## src/rtl/basic_selftest.sv

```systemverilog
// Hardware self-test sequencer for the two-input basic logic unit.
// Walks {a,b} through 00..11, samples and/or/xor, and reports the results.
module basic_selftest #(
  parameter int HOLD = 1
) (
  input  logic        clk,
  input  logic        rst,
  input  logic        start,
  output logic        a,
  output logic        b,
  input  logic        a_and_b,
  input  logic        a_or_b,
  input  logic        a_xor_b,
  output logic        busy,
  output logic        done,
  output logic        pass,
  output logic [2:0]  err_count,
  output logic [3:0]  fail_vec,
  output logic [11:0] captured
);

  localparam int CW = $clog2(HOLD + 1);

  localparam logic [1:0] IDLE   = 2'd0;
  localparam logic [1:0] DRIVE  = 2'd1;
  localparam logic [1:0] SAMPLE = 2'd2;
  localparam logic [1:0] DONE   = 2'd3;

  localparam logic [CW-1:0] HOLD_LAST = CW'(HOLD - 1);

  logic [1:0]    state;
  logic [1:0]    vec;
  logic [CW-1:0] cnt;
  logic [2:0]    obs;
  logic [2:0]    exp_v;
  logic          miss;

  assign obs   = {a_and_b, a_or_b, a_xor_b};
  assign exp_v = {vec[1] & vec[0], vec[1] | vec[0], vec[1] ^ vec[0]};
  // X/Z on the unit outputs must count as a failure
  assign miss  = (obs !== exp_v);

  assign busy = (state == DRIVE) || (state == SAMPLE);
  assign done = (state == DONE);
  assign a    = busy & vec[1];
  assign b    = busy & vec[0];

  always_ff @(posedge clk) begin
    if (rst) begin
      state     <= IDLE;
      vec       <= '0;
      cnt       <= '0;
      pass      <= 1'b0;
      err_count <= '0;
      fail_vec  <= '0;
      captured  <= '0;
    end else begin
      unique case (state)
        IDLE: begin
          if (start) begin
            state     <= DRIVE;
            vec       <= '0;
            cnt       <= '0;
            pass      <= 1'b0;
            err_count <= '0;
            fail_vec  <= '0;
            captured  <= '0;
          end
        end
        DRIVE: begin
          if (cnt == HOLD_LAST) state <= SAMPLE;
          else cnt <= cnt + 1'b1;
        end
        SAMPLE: begin
          captured[int'(vec) * 3 +: 3] <= obs;
          if (miss) begin
            fail_vec[vec] <= 1'b1;
            err_count     <= err_count + 3'd1;
          end
          if (vec == 2'd3) begin
            state <= DONE;
            // pass reflects the count including this last vector
            pass  <= (err_count == 3'd0) && !miss;
          end else begin
            vec   <= vec + 2'd1;
            cnt   <= '0;
            state <= DRIVE;
          end
        end
        DONE: state <= IDLE;
        default: state <= IDLE;
      endcase
    end
  end

endmodule

```

## config.mk

```make
export PLATFORM = sky130hd
export DESIGN_NAME = basic_selftest
export DESIGN_NICKNAME = d
export VERILOG_FILES = /design/src/rtl/basic_selftest.sv
export SDC_FILE = /design/constraint.sdc
export NUM_CORES = 1
export LEC_CHECK = 0
export BUFFER_PORTS_ARGS = -buffer_cell sky130_fd_sc_hd__buf_2
export CORE_MARGIN = 8
export CORE_UTILIZATION = 38
export DETAILED_ROUTE_END_ITERATION = 8
export PLACE_DENSITY_LB_ADDON = 0.25
export SYNTH_ARGS = -nofsm -noshare
export SYNTH_HDL_FRONTEND = slang
export SYNTH_SLANG_ARGS = --single-unit
```

## constraint.sdc

```tcl
create_clock -name clk -period 3.6 [get_ports clk]
set_clock_uncertainty 0.2 [all_clocks]
set_input_delay 0.18 -clock clk [delete_from_list [all_inputs] [get_ports clk]]
set_output_delay 0.18 -clock clk [all_outputs]
set_load 0.02 [all_outputs]
```

==> summary.txt <==
Synthesis
  – Synth Flop Type: dfxtp_1
  – Post-synthesis cell count: approximately 150
  – Synth top area cells: dfxtp_1, ha_1, mux2i_1, nor2_1, inv_1
  – Synth area leader: dfxtp_1
  – Syn_area_per_cell: 8.824 µm²
  – Synth Register Bits: 24
  – Post-synth top area share: a little over a third
  – Asr flop ratio synth: 0%
  – Post-Synthesis Net Count: 173
  – Count of cell types in the netlist: 32
  – Synth warn: 0
  – Seq/Total Area, Yosys: a little over a third
  – Cell Area, Synth: 1341 µm²
  – Post-synth EDFFs: 0

Power
  – Pleak: 0.7108 nW
  – Total power: about 0.00064 W
  – Pwr/cell area: 397.3 nW/µm²
  – Maximum vdd ir drop: between 0.0002 and 0.00025 V

Clock network
  – Worst skew pair latency: between 0.3 and 0.4 ns
  – CTS Buffer Depth: 2
  – Resize count post-CTS: 0
  – Sink Count: 24
  – CTS root buffer: clkbuf_4
  – Num CTS Buffers: 3
  – H-tree depth: 1
  – CTS clk-pin slew, worst paths: ~0.14 ns
  – CTS tree: built

STA
  – Final Hold Vio Count: 0
  – Tcrit/Tclk final: 74.18%
  – RSZ-0062 raised after global routing: no
  – Worst hold slack: 0.02661 ns
  – Slew HR: 62.09%
  – TNS Setup: 0 ns
  – Worst Max-Slew Pin Slew: about 0.57 ns
  – Slew Viols, Final: 0
  – Worst setup margin: 0.9297 ns
  – Final setup violating endpoints: 0
  – Fmax: 374.5 MHz
  – Post-route minimum period: 2.670 ns

Global routing
  – Total gr overflow: 0
  – Largest net degree at the start of global routing: 21
  – Initial antenna violation count: 0
  – First-pass GRT wire length: between 5000 and 6000 µm
  – Overall Global Routing Usage: 11.51%
  – Vias in the first global route: approximately 1100

Worst setup path
  – R2R depth: 8
  – Startpoint types: flip-flop
  – WP data arrival: approximately 2.8 ns
  – Required @ worst endpoint: 3.68 ns
  – CP Class: flip-flop to flip-flop
  – CP Capture Type: flip-flop
  – Critical path fanouts, max: 13

Finish
  – Share of cells above drive strength 1: 20.77%
  – Final #Nets: about 200
  – Layout area overhead: 19.40%
  – N_diodes: 0
  – Multi-input logic area: about 800 µm²
  – Reg area: 480.5 µm²
  – Fill count: 359

Floorplanning
  – Starting Density: between 30% and 40%
  – Total core area: 3363 µm²
  – Row cnt: 21
  – Die H: roughly 75 µm
  – Die area: 5687 µm²
  – Die Wd: 75.41 µm
  – Ports: 30

Status
  – Outcome: completed

Placement
  – Final GP Congestion: 0.8240
  – Hpwl dp: 2312 µm
  – Place WS: 0.9568 ns
  – Count of input and output buffers: 29

Min path
  – HP Class: input pin to flip-flop
  – Worst hold stages: 2

Route
  – DR iter-0 viols: 55
  – DRT antenna net count: 0
  – Vias per cell: 4.812
  – Drc violations: 0
  – Vias: 1102
  – Final WL: ~3000 µm
  – Pre-Repair DR Iteration Count: 4
  – Routed len/inst: between 10 and 15 µm

Job
  – Maxcap violations: 0
routing by layer:
metal,GRT usage (%),up-vias,share of wire [%]
met4,4.478,0,1.6
met2,19.46,23,48
li1,-,566,-
met5,0,-,0
met1,13.82,508,46
met3,2.500,5,4.7
cell families after synthesis:
kind of cell             count (synthesis)  share of synthesized area (%)
AO/OA/AOI/OAI                           23                          12.22
XOR/XNOR                                 3                          2.519
adder cells (fa/ha/maj)                 15                          13.99
buffers and inverters                   16                          4.477
flip-flops                              24                          35.82
multiplexers                            14                          10.63
AND/OR/NAND/NOR                         57                          20.34
what timing repair did:
item | CTS | global route
setup buffers | 0 | 0
hold buffers | 2 | 0
hold endpoints to repair | 2 | 0
area by class of cell:
class                      instances  area share, %
tap                               46          3.594
sequential                        24          30.00
clock inverter                     1          1.875
multi-input combinational        112          50.00
timing repair buffer              31          10.31
clock buffer                       3          1.406
inverter                          12          2.812
cell usage after synthesis, types with 2 or more instances:
master,n
nor3_1,2
mux2_2,2
ha_1,15
o21a_1,4
a21oi_1,3
and2_1,6
mux2i_1,12
dfxtp_1,24
nor2_1,26
nand2_1,11
clkbuf_1,4
a22oi_1,3
inv_1,12
o21ai_0,7
nand2b_1,2
nand3b_1,3
critical path: stages, from the launching register on:
cell and delay [ns]:
dfxtp_1 0.59, inv_1 0.20, ha_1 0.29, inv_1 0.07
ha_1 0.21, nand2b_1 0.20, o31ai_4 0.40, mux2_2 0.38
nor2_1 0.08
path summary, 6_finish.rpt:
path	start	endpoint	slack, ns
hold / removal	rst	state[1]	0.03
setup reg to reg	vec[0]	err_count[1]	0.93
hold reg to reg	fail_vec[1]	fail_vec[1]	0.28
setup / recovery	vec[0]	err_count[1]	0.93
power breakdown:
| group | internal (W) | switching (W) | total [W] |
|---|---|---|---|
| sequential | 0.000276 | 0.00000988 | 0.000285 |
| combinational | 0.0000607 | 0.0000904 | 0.000151 |
| clock | 0.000113 | 0.0000869 | 0.000200 |
per-stage QoR:
step	area, µm²	util [%]	cells
after floorplan	1341	-	152
after global placement	1529	45.46	223
after detailed placement	1529	45.46	223
after CTS	1602	47.62	229
after global routing	1602	47.62	229
final	1602	47.62	229
cells in the final DEF, fill, tap and decap left out, types with 2 or more instances in the layout:
| cell type | n |
|---|---|
| buf_2 | 29 |
| nor2_1 | 26 |
| dfxtp_1 | 24 |
| ha_1 | 15 |
| inv_1 | 12 |
| mux2i_1 | 12 |
| nand2_1 | 11 |
| o21ai_0 | 7 |
| and2_1 | 6 |
| o21a_1 | 4 |
| a22oi_1 | 3 |
| nand3b_1 | 3 |
| a21oi_1 | 3 |
| clkbuf_4 | 3 |
| mux2_2 | 2 |
| nand2b_1 | 2 |
| nor3_1 | 2 |
| dlygate4sd3_1 | 2 |
flip-flops by register name, summed over array words and instances, names as in the netlist:
register   flops
err_count      3
vec            2
pass           1
fail_vec       4
captured      12
state          2
Power figures use the tool's default switching activity.
